===== src/rtl/reg_writeback_ctrl_pkg.sv =====
// ---------------------------------------------------------------------------
// reg_writeback_ctrl_pkg
// Shared constants and types for the register-file write-back controller.
//   REG_ADDR_W : register index width (32 architectural registers)
//   XLEN       : register data width
//   REG_ZERO   : index of the hard-wired zero register (never written)
//   wb_entry_t : one pending write {valid, rd, data}
// ---------------------------------------------------------------------------
package reg_writeback_ctrl_pkg;

  localparam int REG_ADDR_W = 5;
  localparam int XLEN       = 32;

  localparam logic [REG_ADDR_W-1:0] REG_ZERO = '0;

  typedef struct packed {
    logic                  valid;
    logic [REG_ADDR_W-1:0] rd;
    logic [XLEN-1:0]       data;
  } wb_entry_t;

endpackage


===== src/rtl/reg_writeback_ctrl_if.sv =====
// ---------------------------------------------------------------------------
// reg_writeback_ctrl_if
// Bundles every non-clock/reset signal of the write-back controller.
//   ALU path      : alu_valid, alu_rd, alu_data (no backpressure)
//   mul/div path  : md_valid, md_ready, md_rd, md_data (valid/ready)
//   register file : wb_data, wb_addr, wb_en (registered write port)
//   hazard query  : pend_query -> pend_hit, plus pend_count
// Modports:
//   master : the pipeline / register-file side (drives results and queries)
//   slave  : the controller itself
// ---------------------------------------------------------------------------
interface reg_writeback_ctrl_if import reg_writeback_ctrl_pkg::*; #(
  parameter int DATA_WIDTH = XLEN,
  parameter int ADDR_WIDTH = REG_ADDR_W,
  parameter int DEPTH      = 2
) ();

  localparam int CNT_W = $clog2(DEPTH) + 1;

  logic                  alu_valid;
  logic [ADDR_WIDTH-1:0] alu_rd;
  logic [DATA_WIDTH-1:0] alu_data;

  logic                  md_valid;
  logic                  md_ready;
  logic [ADDR_WIDTH-1:0] md_rd;
  logic [DATA_WIDTH-1:0] md_data;

  logic [DATA_WIDTH-1:0] wb_data;
  logic [ADDR_WIDTH-1:0] wb_addr;
  logic                  wb_en;

  logic [ADDR_WIDTH-1:0] pend_query;
  logic                  pend_hit;
  logic [CNT_W-1:0]      pend_count;

  modport master (
    output alu_valid, alu_rd, alu_data,
    output md_valid, md_rd, md_data,
    output pend_query,
    input  md_ready,
    input  wb_data, wb_addr, wb_en,
    input  pend_hit, pend_count
  );

  modport slave (
    input  alu_valid, alu_rd, alu_data,
    input  md_valid, md_rd, md_data,
    input  pend_query,
    output md_ready,
    output wb_data, wb_addr, wb_en,
    output pend_hit, pend_count
  );

endinterface


===== src/rtl/reg_writeback_ctrl_fifo.sv =====
// ---------------------------------------------------------------------------
// wb_result_fifo
// Small FIFO of pending mul/div write-backs with per-entry invalidation.
//   clk, rst            : clock, asynchronous active-high reset
//   push, push_rd/data  : enqueue one result at the tail
//   pop                 : consume the oldest live entry (head_*)
//   squash_en/rd        : invalidate every live entry targeting squash_rd
//   query_rd/query_hit  : hazard lookup of a destination register
//   full                : all slots occupied (live or squashed)
//   head_valid/rd/data  : oldest live entry
//   live_count          : number of live entries
// Squashed entries keep their slot until the read pointer sweeps past them;
// the sweep happens in the same edge, so they never cost a drain cycle.
// ---------------------------------------------------------------------------
module wb_result_fifo import reg_writeback_ctrl_pkg::*; #(
  parameter int DATA_WIDTH = XLEN,
  parameter int ADDR_WIDTH = REG_ADDR_W,
  parameter int DEPTH      = 2,
  localparam int PTR_W     = $clog2(DEPTH),
  localparam int CNT_W     = PTR_W + 1
) (
  input  logic                  clk,
  input  logic                  rst,
  input  logic                  push,
  input  logic [ADDR_WIDTH-1:0] push_rd,
  input  logic [DATA_WIDTH-1:0] push_data,
  input  logic                  pop,
  input  logic                  squash_en,
  input  logic [ADDR_WIDTH-1:0] squash_rd,
  input  logic [ADDR_WIDTH-1:0] query_rd,
  output logic                  full,
  output logic                  head_valid,
  output logic [ADDR_WIDTH-1:0] head_rd,
  output logic [DATA_WIDTH-1:0] head_data,
  output logic [CNT_W-1:0]      live_count,
  output logic                  query_hit
);

  // Pointers carry one extra wrap bit so full and empty are distinguishable.
  logic [PTR_W:0]        wr_ptr_reg, wr_ptr_next;
  logic [PTR_W:0]        rd_ptr_reg, rd_ptr_next;
  logic [PTR_W:0]        occupancy;
  logic [DEPTH-1:0]      valid_reg, valid_next;
  logic [ADDR_WIDTH-1:0] rd_mem   [DEPTH];
  logic [DATA_WIDTH-1:0] data_mem [DEPTH];

  logic [DEPTH-1:0]      squash_hit;
  logic [DEPTH-1:0]      valid_eff;
  logic [DEPTH-1:0]      hit_vec;

  logic                  head_found;
  logic [PTR_W-1:0]      head_idx;
  logic [PTR_W:0]        head_off;
  logic                  pop_fire;
  logic                  push_keep;
  logic [PTR_W-1:0]      wr_idx;

  assign occupancy = wr_ptr_reg - rd_ptr_reg;
  assign full      = (occupancy == CNT_W'(DEPTH));
  assign wr_idx    = wr_ptr_reg[PTR_W-1:0];

  // A result arriving in the same cycle as an ALU write to the same rd is
  // older than that ALU write, so it is dropped rather than enqueued.
  assign push_keep = push && !(squash_en && (push_rd == squash_rd));

  generate
    for (genvar gi = 0; gi < DEPTH; gi++) begin : g_slot
      assign squash_hit[gi] = squash_en && valid_reg[gi] && (rd_mem[gi] == squash_rd);
      assign valid_eff[gi]  = valid_reg[gi] && !squash_hit[gi];
      // The entry leaving this cycle no longer blocks readers.
      assign hit_vec[gi]    = valid_eff[gi] && (rd_mem[gi] == query_rd) &&
                              !(pop_fire && (head_idx == PTR_W'(gi)));
    end
  endgenerate

  assign query_hit = |hit_vec;

  // Oldest live entry, scanning forward from the read pointer.  Valid bits
  // only ever exist inside the occupied window, so no occupancy test is needed.
  always_comb begin
    logic [PTR_W-1:0] idx;
    idx        = '0;
    head_found = 1'b0;
    head_idx   = rd_ptr_reg[PTR_W-1:0];
    head_off   = '0;
    for (int k = 0; k < DEPTH; k++) begin
      idx = rd_ptr_reg[PTR_W-1:0] + PTR_W'(k);
      if (!head_found && valid_eff[idx]) begin
        head_found = 1'b1;
        head_idx   = idx;
        head_off   = CNT_W'(k);
      end
    end
  end

  assign head_valid = head_found;
  assign head_rd    = rd_mem[head_idx];
  assign head_data  = data_mem[head_idx];
  assign pop_fire   = pop && head_found;

  // Skip leading dead slots; with no live entry, release the whole window.
  always_comb begin
    if (head_found) begin
      rd_ptr_next = rd_ptr_reg + head_off + CNT_W'(pop_fire);
    end else begin
      rd_ptr_next = wr_ptr_reg;
    end
    wr_ptr_next = wr_ptr_reg + CNT_W'(push_keep);
  end

  always_comb begin
    valid_next = valid_eff;
    if (pop_fire) begin
      valid_next[head_idx] = 1'b0;
    end
    if (push_keep) begin
      valid_next[wr_idx] = 1'b1;
    end
  end

  always_comb begin
    live_count = '0;
    for (int k = 0; k < DEPTH; k++) begin
      live_count = live_count + CNT_W'(valid_reg[k]);
    end
  end

  always_ff @(posedge clk or posedge rst) begin
    if (rst) begin
      wr_ptr_reg <= '0;
      rd_ptr_reg <= '0;
      valid_reg  <= '0;
    end else begin
      wr_ptr_reg <= wr_ptr_next;
      rd_ptr_reg <= rd_ptr_next;
      valid_reg  <= valid_next;
    end
  end

  // Payload storage needs no reset: it is only observed behind a valid bit.
  always_ff @(posedge clk) begin
    if (push_keep) begin
      rd_mem[wr_idx]   <= push_rd;
      data_mem[wr_idx] <= push_data;
    end
  end

endmodule


===== src/rtl/reg_writeback_ctrl.sv =====
// ---------------------------------------------------------------------------
// reg_writeback_ctrl
// Write-side controller for the 32x32 register file.  Merges the non-stalling
// ALU/load result and the buffered mul/div result into one registered write
// per cycle, ALU first, and reports pending mul/div destinations.
//   clk  : clock, rising edge
//   rst  : asynchronous active-high reset; discards all queued results
//   bus  : reg_writeback_ctrl_if.slave (ALU, mul/div, write port, hazard query)
// Build option:
//   WB_BYPASS_EN : when defined, a mul/div result accepted while the FIFO has
//                  no live entry and no ALU result is present is written
//                  directly (1-cycle latency) instead of being enqueued.
// ---------------------------------------------------------------------------
module reg_writeback_ctrl import reg_writeback_ctrl_pkg::*; #(
  parameter int DATA_WIDTH = XLEN,
  parameter int ADDR_WIDTH = REG_ADDR_W,
  parameter int DEPTH      = 2
) (
  input  logic                 clk,
  input  logic                 rst,
  reg_writeback_ctrl_if.slave  bus
);

  localparam int CNT_W = $clog2(DEPTH) + 1;

  logic                  alu_write;
  logic                  md_accept;
  logic                  md_nonzero;
  logic                  bypass_take;
  logic                  fifo_push;
  logic                  fifo_pop;
  logic                  fifo_full;
  logic                  head_valid;
  logic [ADDR_WIDTH-1:0] head_rd;
  logic [DATA_WIDTH-1:0] head_data;
  logic [CNT_W-1:0]      live_count;
  logic                  pend_hit;

  logic                  wb_en_reg,   wb_en_next;
  logic [ADDR_WIDTH-1:0] wb_addr_reg, wb_addr_next;
  logic [DATA_WIDTH-1:0] wb_data_reg, wb_data_next;

  assign alu_write  = bus.alu_valid && (bus.alu_rd != ADDR_WIDTH'(REG_ZERO));
  // Ready comes from the registered full flag only, so a drain in this cycle
  // cannot open a combinational path from the pop back to the producer.
  assign md_accept  = bus.md_valid && !fifo_full;
  assign md_nonzero = (bus.md_rd != ADDR_WIDTH'(REG_ZERO));

`ifdef WB_BYPASS_EN
  assign bypass_take = md_accept && md_nonzero && !bus.alu_valid && (live_count == '0);
`else
  assign bypass_take = 1'b0;
`endif

  // x0 results complete the handshake but are dropped here.
  assign fifo_push = md_accept && md_nonzero && !bypass_take;
  assign fifo_pop  = head_valid && !alu_write;

  wb_result_fifo #(
    .DATA_WIDTH (DATA_WIDTH),
    .ADDR_WIDTH (ADDR_WIDTH),
    .DEPTH      (DEPTH)
  ) u_fifo (
    .clk        (clk),
    .rst        (rst),
    .push       (fifo_push),
    .push_rd    (bus.md_rd),
    .push_data  (bus.md_data),
    .pop        (fifo_pop),
    .squash_en  (alu_write),
    .squash_rd  (bus.alu_rd),
    .query_rd   (bus.pend_query),
    .full       (fifo_full),
    .head_valid (head_valid),
    .head_rd    (head_rd),
    .head_data  (head_data),
    .live_count (live_count),
    .query_hit  (pend_hit)
  );

  // Write selection: ALU, then oldest live queued result, then bypass.
  // When nothing is written, address and data keep their last values.
  always_comb begin
    wb_en_next   = 1'b0;
    wb_addr_next = wb_addr_reg;
    wb_data_next = wb_data_reg;
    if (alu_write) begin
      wb_en_next   = 1'b1;
      wb_addr_next = bus.alu_rd;
      wb_data_next = bus.alu_data;
    end else if (head_valid) begin
      wb_en_next   = 1'b1;
      wb_addr_next = head_rd;
      wb_data_next = head_data;
    end else if (bypass_take) begin
      wb_en_next   = 1'b1;
      wb_addr_next = bus.md_rd;
      wb_data_next = bus.md_data;
    end
  end

  always_ff @(posedge clk or posedge rst) begin
    if (rst) begin
      wb_en_reg   <= 1'b0;
      wb_addr_reg <= '0;
      wb_data_reg <= '0;
    end else begin
      wb_en_reg   <= wb_en_next;
      wb_addr_reg <= wb_addr_next;
      wb_data_reg <= wb_data_next;
    end
  end

  assign bus.md_ready   = !fifo_full;
  assign bus.wb_en      = wb_en_reg;
  assign bus.wb_addr    = wb_addr_reg;
  assign bus.wb_data    = wb_data_reg;
  assign bus.pend_hit   = pend_hit;
  assign bus.pend_count = live_count;

endmodule


===== src/flat_wrapper.sv =====
// flat-port wrapper written by rule: the top's interface ports become plain ports
module reg_writeback_ctrl_flat import reg_writeback_ctrl_pkg::*;
#(
  parameter int DATA_WIDTH = XLEN,
  parameter int ADDR_WIDTH = REG_ADDR_W,
  parameter int DEPTH      = 2
)
  (clk, rst, bus_alu_valid, bus_alu_rd, bus_alu_data, bus_md_valid, bus_md_rd, bus_md_data, bus_pend_query, bus_md_ready, bus_wb_data, bus_wb_addr, bus_wb_en, bus_pend_hit, bus_pend_count);
  reg_writeback_ctrl_if #(.DATA_WIDTH(DATA_WIDTH), .ADDR_WIDTH(ADDR_WIDTH), .DEPTH(DEPTH)) bus_i ();
  input  logic clk;
  input  logic rst;
  input wire logic [$bits(bus_i.alu_valid)-1:0] bus_alu_valid;
  input wire logic [$bits(bus_i.alu_rd)-1:0] bus_alu_rd;
  input wire logic [$bits(bus_i.alu_data)-1:0] bus_alu_data;
  input wire logic [$bits(bus_i.md_valid)-1:0] bus_md_valid;
  input wire logic [$bits(bus_i.md_rd)-1:0] bus_md_rd;
  input wire logic [$bits(bus_i.md_data)-1:0] bus_md_data;
  input wire logic [$bits(bus_i.pend_query)-1:0] bus_pend_query;
  output wire logic [$bits(bus_i.md_ready)-1:0] bus_md_ready;
  output wire logic [$bits(bus_i.wb_data)-1:0] bus_wb_data;
  output wire logic [$bits(bus_i.wb_addr)-1:0] bus_wb_addr;
  output wire logic [$bits(bus_i.wb_en)-1:0] bus_wb_en;
  output wire logic [$bits(bus_i.pend_hit)-1:0] bus_pend_hit;
  output wire logic [$bits(bus_i.pend_count)-1:0] bus_pend_count;
  assign bus_i.alu_valid = bus_alu_valid;
  assign bus_i.alu_rd = bus_alu_rd;
  assign bus_i.alu_data = bus_alu_data;
  assign bus_i.md_valid = bus_md_valid;
  assign bus_i.md_rd = bus_md_rd;
  assign bus_i.md_data = bus_md_data;
  assign bus_i.pend_query = bus_pend_query;
  assign bus_md_ready = bus_i.md_ready;
  assign bus_wb_data = bus_i.wb_data;
  assign bus_wb_addr = bus_i.wb_addr;
  assign bus_wb_en = bus_i.wb_en;
  assign bus_pend_hit = bus_i.pend_hit;
  assign bus_pend_count = bus_i.pend_count;
  reg_writeback_ctrl #(.DATA_WIDTH(DATA_WIDTH), .ADDR_WIDTH(ADDR_WIDTH), .DEPTH(DEPTH)) u_core (.clk(clk), .rst(rst), .bus(bus_i));
endmodule

===== config.mk =====
export PLATFORM = sky130hd
export DESIGN_NAME = reg_writeback_ctrl_flat
export DESIGN_NICKNAME = d
export VERILOG_FILES = /design/src/rtl/reg_writeback_ctrl_pkg.sv /design/src/rtl/reg_writeback_ctrl_if.sv /design/src/rtl/reg_writeback_ctrl_fifo.sv /design/src/rtl/reg_writeback_ctrl.sv /design/src/flat_wrapper.sv
export SDC_FILE = /design/constraint.sdc
export NUM_CORES = 1
export LEC_CHECK = 0
export BUFFER_PORTS_ARGS = -buffer_cell sky130_fd_sc_hd__buf_2
export CORE_ASPECT_RATIO = 1.1
export CORE_MARGIN = 10
export CORE_UTILIZATION = 53
export DETAILED_ROUTE_END_ITERATION = 8
export HOLD_SLACK_MARGIN = 0.02
export PLACE_DENSITY_LB_ADDON = 0.05
export SLEW_MARGIN = 0
export SYNTH_ARGS = -nofsm -noshare
export SYNTH_HDL_FRONTEND = slang
export SYNTH_SLANG_ARGS = --single-unit

===== constraint.sdc =====
create_clock -name clk -period 4.1 [get_ports clk]
set_clock_uncertainty 0.15 [all_clocks]
set_input_delay 0.41 -clock clk [delete_from_list [all_inputs] [get_ports clk]]
set_output_delay 0.41 -clock clk [all_outputs]
set_load 0.05 [all_outputs]

Word-level counts from Yosys, hierarchy flattened
Memories as Yosys holds them, arrays and structs flattened.
Cells that the tools add are included.
- register bits after elaboration: 44
- RAM bits: 74
- bits of input ports: 83
- word-level logic and storage cells: 87
- memories: 2
- add/sub/neg operators: 6
- order comparisons: 6
- equality and inequality tests: 6
- multiplexer cells: 23
- bitwise gates (word level): 4
- reductions and logical operators: 34
- memory list (memory ; words ; bits a word ; read ports ; clocked after memory_dff ; write ports ; RTL line ; text):
    u_core.u_fifo.data_mem ; 2 ; 32 ; 1 ; 0 ; 1 ; reg_writeback_ctrl_fifo.sv:45 ; logic [DATA_WIDTH-1:0] data_mem [DEPTH];
    u_core.u_fifo.rd_mem ; 2 ; 5 ; 3 ; 0 ; 1 ; reg_writeback_ctrl_fifo.sv:44 ; logic [ADDR_WIDTH-1:0] rd_mem [DEPTH];
- operator list (operator ; count):
    32-bit two-way mux ; 2
    5-bit equality test ; 5
    1-bit logical AND ; 22
    1-bit two-way mux ; 14
    5-bit two-way mux ; 2
    5-bit nonzero test ; 2
    1-bit zero test ; 8
    1-bit by 2-bit < comparator with 1-bit output (second input constant) ; 4
    2-bit two-way mux ; 3
    2-bit by 1-bit adder with 2-bit output ; 2
    1-bit by 1-bit adder with 2-bit output ; 1
    2-bit adder ; 1
    2-bit bitwise AND ; 1
    1-bit demux with 1-bit select ; 2
    2-bit equality test (second input constant) ; 1
    1-bit greater-or-equal comparator (second input constant) ; 2
    2-bit inverter ; 1
    2-bit OR ; 1
    2-bit nonzero test ; 1
    2-bit OR reduction ; 1
    2-bit subtractor ; 1
    1-bit adder (second input constant) ; 1
    1-bit inverter ; 1

Logic depth before layout (Yosys ltp)
Gate-level depths: netlist (run 1).
- depth in word-level cells: 21
- mapped depth: 13

By module
From an unflattened synthesis (run 1), not the netlist that was laid out.
- cells, all modules: 321
- area, all modules: 5285.1 um^2
- modules (own cells, without submodules) (module ; instances ; cells an instance ; area each (um^2)):
    wb_result_fifo ; 1 ; 188 ; 3362.0
    reg_writeback_ctrl ; 1 ; 133 ; 1923.1

Least setup slack after synthesis (run 1)
No wires, ideal clock.
- path type: input -> output
- from: input port bus_alu_rd[4]
- to: output port bus_pend_hit
- arrival: 4419 ps
- required time: 3540 ps
- setup slack: -879 ps
- cell stages on the path: 11
- path buffers: 2
- path through: or4_4 o21ai_2 o41a_1 or3_1 nand2_1 ha_1 clkbuf_1 clkbuf_1 inv_1 ha_1 o41ai_1
- word-level cells in the longest chain between the ends: 18
- ends and longest elaborated chain (element ; RTL line ; text):
    start, declared ; flat_wrapper.sv:13 ; input wire logic [$bits(bus_i.alu_rd)-1:0] bus_alu_rd;
    5-bit nonzero test ; reg_writeback_ctrl.sv:43 ; assign alu_write = bus.alu_valid && (bus.alu_rd != ADDR_WIDTH'(REG_ZERO));
    1-bit logical AND ; reg_writeback_ctrl.sv:43 ;
    1-bit logical AND (2 in series) ; reg_writeback_ctrl_fifo.sv:68 ; assign squash_hit[gi] = squash_en && valid_reg[gi] && (rd_mem[gi] == squash_rd);
    1-bit zero test ; reg_writeback_ctrl_fifo.sv:69 ; assign valid_eff[gi] = valid_reg[gi] && !squash_hit[gi];
    1-bit logical AND ; reg_writeback_ctrl_fifo.sv:69 ;
    1-bit two-way mux (implied by the code) (2 in series) ; reg_writeback_ctrl_fifo.sv:88 ; if (!head_found && valid_eff[idx]) begin
    1-bit two-way mux ; reg_writeback_ctrl_fifo.sv:88 ;
    1-bit zero test ; reg_writeback_ctrl_fifo.sv:88 ;
    1-bit logical AND ; reg_writeback_ctrl_fifo.sv:88 ;
    1-bit two-way mux ; reg_writeback_ctrl_fifo.sv:88 ;
    1-bit logical AND ; reg_writeback_ctrl.sv:57 ; assign fifo_pop = head_valid && !alu_write;
    1-bit logical AND ; reg_writeback_ctrl_fifo.sv:99 ; assign pop_fire = pop && head_found;
    1-bit logical AND ; reg_writeback_ctrl_fifo.sv:72 ; !(pop_fire && (head_idx == PTR_W'(gi)));
    1-bit zero test ; reg_writeback_ctrl_fifo.sv:72 ;
    1-bit logical AND ; reg_writeback_ctrl_fifo.sv:71 ; assign hit_vec[gi] = valid_eff[gi] && (rd_mem[gi] == query_rd) &&
    2-bit OR reduction * ; reg_writeback_ctrl_fifo.sv:76 ; assign query_hit = |hit_vec;
    end, declared ; flat_wrapper.sv:23 ; output wire logic [$bits(bus_i.pend_hit)-1:0] bus_pend_hit;
Mark *: on every way between the ends. The rest lies on a longest branch, timed or not. The select of a mux whose other input is x is not followed.

==> run_results.csv, run 1 <==
group,metric,value,unit
timing,min_period_over_period,98.24,%
floorplan,die-height,122.7,µm
critical_path,worst-path-buf-inv,1,
critical_path,critPathRequiredTime,3540,ps
power,power.density,865.4,nW/µm²
logic_synthesis,netlist-cell-type-count,37,
placement,gpl.final_weighted_congestion,0.8778,
placement,port_buffers,124,
finish,commonest_cells_after_routing_fill_and_taps_aside,"123 x sky130_fd_sc_hd__buf_2, 74 x sky130_fd_sc_hd__edfxtp_1, 46 x sky130_fd_sc_hd__dlygate4sd3_1",
timing,max_slew_margin,33.79,%
finish,layout_commonest_cell,"sky130_fd_sc_hd__buf_2",
cts,total_clock_buffers_created_by_cts,17,
finish,final_layout_size_suffix_gt1_share,30.80,%
timing,timing.final.ws_setup,72.34,ps
critical_path,worst_setup_path_end_kind,"output port",
finish,nNetsFinal,668,
critical_path,cp_cell_sequence,"xnor2_2 -> nand2_2 -> o41a_1 -> or3_1 -> nand2_1 -> ha_2 -> ha_1 -> or4_4 -> o41ai_4 -> buf_6",
global_route,grt_max_degree,70,
global_route,grt_overflow,0,
detailed_routing,wl_per_cell,17.35,µm
logic_synthesis,postSynthAreaPerCell,12.77,µm²
detailed_routing,drt_wl_total,12280,µm
detailed_routing,number_of_vias_in_the_routed_layout,3660,
finish,area_growth,36.55,%
critical_path,endpoint_arrival_time_on_the_critical_path,3470,ps
global_route,gr-usage-all-layers,17.92,%
detailed_routing,via_density,5.169,
cts,clk_latency,510,ps
floorplan,initial_core_util,54.36,%
critical_path,worst_path_max_delay_cell,"sky130_fd_sc_hd__or4_4",
power,max-vdd-ir-drop,0.0004975,V
global_route,number_of_global_route_vias_before_repair,4010,
logic_synthesis,synth-main-ff-cell,"sky130_fd_sc_hd__edfxtp_1",
detailed_routing,drtIter0Drc,151,
timing,final_hold_viol_count,0,
finish,antennaDiodeCount,0,
detailed_routing,detail_route.drc_violations,0,
worst_hold_path,hold_path.class,"in2reg",
timing,timing_max_transition_violations_final,0,
timing,timing.final.setup_violations,0,
floorplan,fp.dieW,113.4,µm
logic_synthesis,synth.net_count,488,
job,maxCapViolCount,0,
status,outcome,"completed",
cts,ctsHtreeMaxLevel,4,
logic_synthesis,share_of_synthesized_registers_carrying_an_async_set_or_reset,37.29,%
power,p_leak,0.002941,µW
detailed_routing,antenna_violating_nets_post_route,0,
floorplan,core.rowCount,37,
finish,postLayoutCoreUtil,74.23,%
global_route,antenna_found_initial,0,
floorplan,area_of_the_core,9351,µm²
placement,pre_cts_ws,159.4,ps
floorplan,die-area,13910,µm²
critical_path,startpoint_to_endpoint_class_of_the_critical_path,"reg2out",
finish,largest_reg_flops,64,
timing,fmax,0.2483,GHz
logic_synthesis,postSynthCellCount,398,
logic_synthesis,yosysSeqAreaShare,65.37,%
critical_path,crit_fanout,4,
logic_synthesis,synth.ff_latch_count,118,
cts,cts.path.max_buffers,2,
cts,path_clk_slew,50,ps
critical_path,slowest_cell_delay_on_critical_path,540,ps
logic_synthesis,synthesis.yosys.warnings,0,
logic_synthesis,edff_count_synth,74,
placement,hpwlAfterDp,7999,µm
floorplan,floorplan.io_pins,125,
detailed_routing,detail_route.first_pass.iterations,4,
critical_path,timing.critical_path.from_type,"register",
cts,cts.sink_count,118,
critical_path,timing.critical_path.max_delay_family,"simple AND/OR/NAND/NOR gates",
logic_synthesis,mappedNetlistArea,5084,µm²
timing,layout_min_cycle_time,4028,ps
cts,tritoncts,"done",
cts,clock-root-buffer,"sky130_fd_sc_hd__clkbuf_8",
timing,tightest_slew,991.6,ps
global_route,wire_length_of_the_first_global_routing_pass,19620,µm
-- cells by family (layout without fill, tap and decap cells) --
| group | count (synthesis) | in the layout | synth area share (%) |
|---|---|---|---|
| buf+inv | 29 | 222 | 2.879 |
| fa+ha+maj | 7 | 7 | 1.871 |
| compound gates | 82 | 82 | 9.402 |
| flops | 118 | 118 | 65.37 |
| xor+xnor | 29 | 29 | 4.996 |
| simple gates | 97 | 97 | 8.319 |
| mux | 36 | 36 | 7.162 |
-- what timing repair did --
item | CTS | global route
gates cloned | 0 | 0
endpoints found under the hold margin | 121 | 0
hold buffers | 46 | 0
pin swaps | 0 | 3
gates resized for setup | 2 | 3
endpoints found under the setup margin | 1 | 1
buffers inserted | 0 | 5
-- through the flow --
step           std cells  hold WS (ps)  total power (µW)  instance area [µm²]  TNS (ps)
3_5_place_dp         625         314.7              4497                 5831         0
2_1_floorplan        398         326.8              3893                 5102         0
4_1_cts              703         20.36              6003                 6890         0
6_report             708         31.38              6007                 6942         0
5_1_grt              708         39.13              6324                 6942    -56.58
3_3_place_gp         625         306.9              4455                 5831         0
-- final timing paths --
path,slack (ps),to,startpoint,depth (start not counted)
setup / recovery,70,bus_pend_hit,u_core.u_fifo.rd_mem[0][2],10
hold / removal,30,u_core.bus.wb_data[19],bus_alu_data[19],3
setup reg to reg,710,u_core.bus.wb_addr[3],u_core.u_fifo.rd_mem[0][2],10
hold reg to reg,320,u_core.bus.wb_data[18],u_core.bus.wb_data[18],2
max in group asynchronous,2640,u_core.u_fifo.valid_reg[1],rst,3
min in group asynchronous,530,u_core.bus.wb_data[27],rst,3
-- area by class of cell --
class / instances / area [µm²]
Tap cell: 117 / 146.4
Clock buffer: 23 / 466.7
Inverter: 7 / 26.28
Fill cell: 654 / 2410
Sequential cell: 118 / 3323
Timing Repair Buffer: 183 / 1197
Multi-Input combinational cell: 251 / 1655
Clock inverter: 9 / 126.4
-- power breakdown --
group	internal, µW	switching, µW	total (µW)
Sequential	1750	212	1960
Combinational	824	1750	2570
Clock	970	498	1470
Total	3550	2460	6010
-- cells in the mapped netlist, types with 2 or more instances --
library cell,n,share of area (%)
sky130_fd_sc_hd__o21ai_0,26,2.6
sky130_fd_sc_hd__buf_2,5,0.49
sky130_fd_sc_hd__o21ai_1,5,0.49
sky130_fd_sc_hd__o41ai_1,2,0.34
sky130_fd_sc_hd__mux2_2,3,0.66
sky130_fd_sc_hd__a21o_1,2,0.30
sky130_fd_sc_hd__inv_1,7,0.52
sky130_fd_sc_hd__edfxtp_1,74,44
sky130_fd_sc_hd__nand4_1,2,0.25
sky130_fd_sc_hd__xnor2_1,20,3.4
sky130_fd_sc_hd__mux2i_1,33,6.5
sky130_fd_sc_hd__nor2_1,42,3.1
sky130_fd_sc_hd__a21oi_1,32,3.2
sky130_fd_sc_hd__xor2_1,9,1.6
sky130_fd_sc_hd__nor2b_1,3,0.37
sky130_fd_sc_hd__a221oi_1,2,0.34
sky130_fd_sc_hd__dfrtp_1,44,22
sky130_fd_sc_hd__buf_6,4,0.89
sky130_fd_sc_hd__ha_1,6,1.5
sky130_fd_sc_hd__nand3_1,3,0.30
sky130_fd_sc_hd__nor4_1,4,0.49
sky130_fd_sc_hd__or4_1,2,0.30
sky130_fd_sc_hd__nand2_1,37,2.7
sky130_fd_sc_hd__a211oi_1,7,1.0
sky130_fd_sc_hd__clkbuf_1,12,0.89
-- worst register-to-register path, cell delays in order (launching register included) --
cell and delay (ps):
sky130_fd_sc_hd__edfxtp_1 470, sky130_fd_sc_hd__xnor2_2 200, sky130_fd_sc_hd__nand2_2 100, sky130_fd_sc_hd__o41a_1 460
sky130_fd_sc_hd__or3_1 350, sky130_fd_sc_hd__nand2_1 80, sky130_fd_sc_hd__ha_2 170, sky130_fd_sc_hd__buf_4 560
sky130_fd_sc_hd__mux2_2 420, sky130_fd_sc_hd__a221oi_1 250, sky130_fd_sc_hd__nor2_1 70
-- per-layer routing --
metal	vias to the layer above	track usage (%)	wire length, µm
met5	-	0	0
met4	0	8.175	250
met3	24	5.857	638
li1	1781	-	-
met1	1750	19.85	5102
met2	105	30.84	6290
Power figures use the tool's default switching activity.
==> inputs of run 2 (changes only) <==
- CORE_UTILIZATION: 53 -> 57
- clock period: 4.1 -> 5 ns (I/O delays scaled with it)
==> run_results.csv, run 2 (synthesized netlist as in run 1, its figures left out) <==
group,metric,value,unit
timing,final.hold.worst_slack,48.63,ps
timing,min_period_over_period,84.98,%
placement,gpl.final_weighted_congestion,0.8605,
floorplan,fp.dieW,110.0,µm
placement,port_buffers,124,
global_route,grt_overflow,0,
timing,timing.final.setup_violations,0,
finish,commonest_cells_after_routing_fill_and_taps_aside,"124 x sky130_fd_sc_hd__buf_2, 74 x sky130_fd_sc_hd__edfxtp_1, 44 x sky130_fd_sc_hd__dfrtp_1",
timing,layout_min_cycle_time,4249,ps
floorplan,initial_core_util,57.88,%
finish,area_growth,30.57,%
detailed_routing,via_density,5.271,
power,p_leak,0.002792,µW
finish,final_layout_size_suffix_gt1_share,29.89,%
floorplan,area_of_the_core,8783,µm²
floorplan,die-height,119.0,µm
placement,hpwlAfterDp,7703,µm
timing,fmax,0.2354,GHz
global_route,grt_max_degree,70,
detailed_routing,wl_per_cell,17.53,µm
detailed_routing,detail_route.first_pass.iterations,5,
status,outcome,"completed",
placement,pre_cts_ws,819.4,ps
global_route,gr-usage-all-layers,18.66,%
cts,ctsHtreeMaxLevel,4,
floorplan,floorplan.io_pins,125,
detailed_routing,drt_wl_total,11850,µm
detailed_routing,number_of_vias_in_the_routed_layout,3563,
timing,final_hold_viol_count,0,
critical_path,timing.critical_path.from_type,"register",
finish,finalNonFillerCells,676,
cts,tritoncts,"done",
critical_path,crit_fanout,6,
timing,timing_max_transition_violations_final,0,
timing,timing.final.ws_setup,751.2,ps
cts,cts.sink_count,118,
cts,cts.repair_timing.setup_buffer_count,0,
placement,placed_cells_incl_taps,618,
finish,nNetsFinal,640,
power,totalPowerFinal,4863,µW
detailed_routing,antenna_violating_nets_post_route,0,
finish,largest_reg_flops,64,
critical_path,critPathRequiredTime,4350,ps
cts,path_clk_slew,60,ps
timing,tightest_slew,990.4,ps
global_route,antenna_found_initial,0,
global_route,wire_length_of_the_first_global_routing_pass,18990,µm
job,maxCapViolCount,0,
cts,total_clock_buffers_created_by_cts,17,
cts,clk_latency,510,ps
finish,antennaDiodeCount,0,
critical_path,startpoint_to_endpoint_class_of_the_critical_path,"reg2out",
critical_path,endpoint_arrival_time_on_the_critical_path,3600,ps
critical_path,worst_setup_path_end_kind,"output port",
detailed_routing,drtIter0Drc,214,
floorplan,die-area,13100,µm²
worst_hold_path,hold_path.class,"in2reg",
finish,layout_commonest_cell,"sky130_fd_sc_hd__buf_2",
floorplan,core.rowCount,36,
cts,clock-root-buffer,"sky130_fd_sc_hd__clkbuf_8",
power,power.density,732.7,nW/µm²
detailed_routing,detail_route.drc_violations,0,
cts,cts.path.max_buffers,2,
power,max-vdd-ir-drop,0.0004609,V
timing,setup_tns,0,ps
critical_path,r2r_slack,1550,ps
global_route,number_of_global_route_vias_before_repair,3873,
timing,rsz0062_at_grt,"false",
timing,max_slew_margin,33.97,%
-- run 2: what timing repair did --
action | CTS | global route
hold endpoints to repair | 52 | 2
endpoints found under the setup margin | 0 | 0
hold buffers | 26 | 1
resized for setup | 0 | 0
-- run 2: final cells by class --
type	count	area, µm²
sequential	118	3323
fill	607	2146
multi-input combinational	251	1630
timing repair buffer	155	920.9
clock buffer	22	442.9
clock inverter	9	151.4
tap	114	142.6
inverter	7	26.28
-- run 2: worst max-delay path, cell delays in order, from the launching register on --
cell                       delay (ps)
sky130_fd_sc_hd__edfxtp_1         460
sky130_fd_sc_hd__xnor2_1          170
sky130_fd_sc_hd__nand2_1           80
sky130_fd_sc_hd__o41a_1           490
sky130_fd_sc_hd__or3_1            380
sky130_fd_sc_hd__nand2_1           90
sky130_fd_sc_hd__ha_2             280
sky130_fd_sc_hd__ha_1             200
sky130_fd_sc_hd__or4_1            540
sky130_fd_sc_hd__o41ai_2           80
sky130_fd_sc_hd__buf_2            320
-- run 2: power breakdown --
part / internal (µW) / total [µW] / switching [µW]
Sequential: 1440 / 1620 / 175
Combinational: 622 / 2030 / 1410
Clock: 817 / 1220 / 399
-- run 2: metrics by stage --
step / util, % / instance area (µm²)
6_report: 75.57 / 6638
5_1_grt: 75.57 / 6638
4_1_cts: 75.46 / 6628
3_5_place_dp: 65.73 / 5773
3_3_place_gp: 65.73 / 5773
2_1_floorplan: - / 5091
-- run 2: path summary, 6_finish.rpt --
kind	start	to	cells past startpoint
setup / recovery	u_core.u_fifo.rd_mem[0][1]	bus_pend_hit	10
hold / removal	bus_md_data[10]	u_core.u_fifo.data_mem[1][10]	1
setup reg to reg	u_core.u_fifo.rd_mem[0][1]	u_core.bus.wb_addr[3]	10
hold reg to reg	u_core.bus.wb_data[20]	u_core.bus.wb_data[20]	2
max in group asynchronous	rst	u_core.bus.wb_data[6]	2
min in group asynchronous	rst	u_core.bus.wb_data[31]	2
-- run 2: per-layer routing --
layer / vias up / wire length (µm) / part of all wire (%) / GRT usage (%)
met1: 1712 / 4680 / 39 / 21.61
met2: 113 / 6235 / 53 / 31.64
li1: 1732 / - / - / -
met5: - / 0 / 0 / 0
met3: 6 / 866 / 7.3 / 7.066
met4: 0 / 65 / 0.55 / 4.560
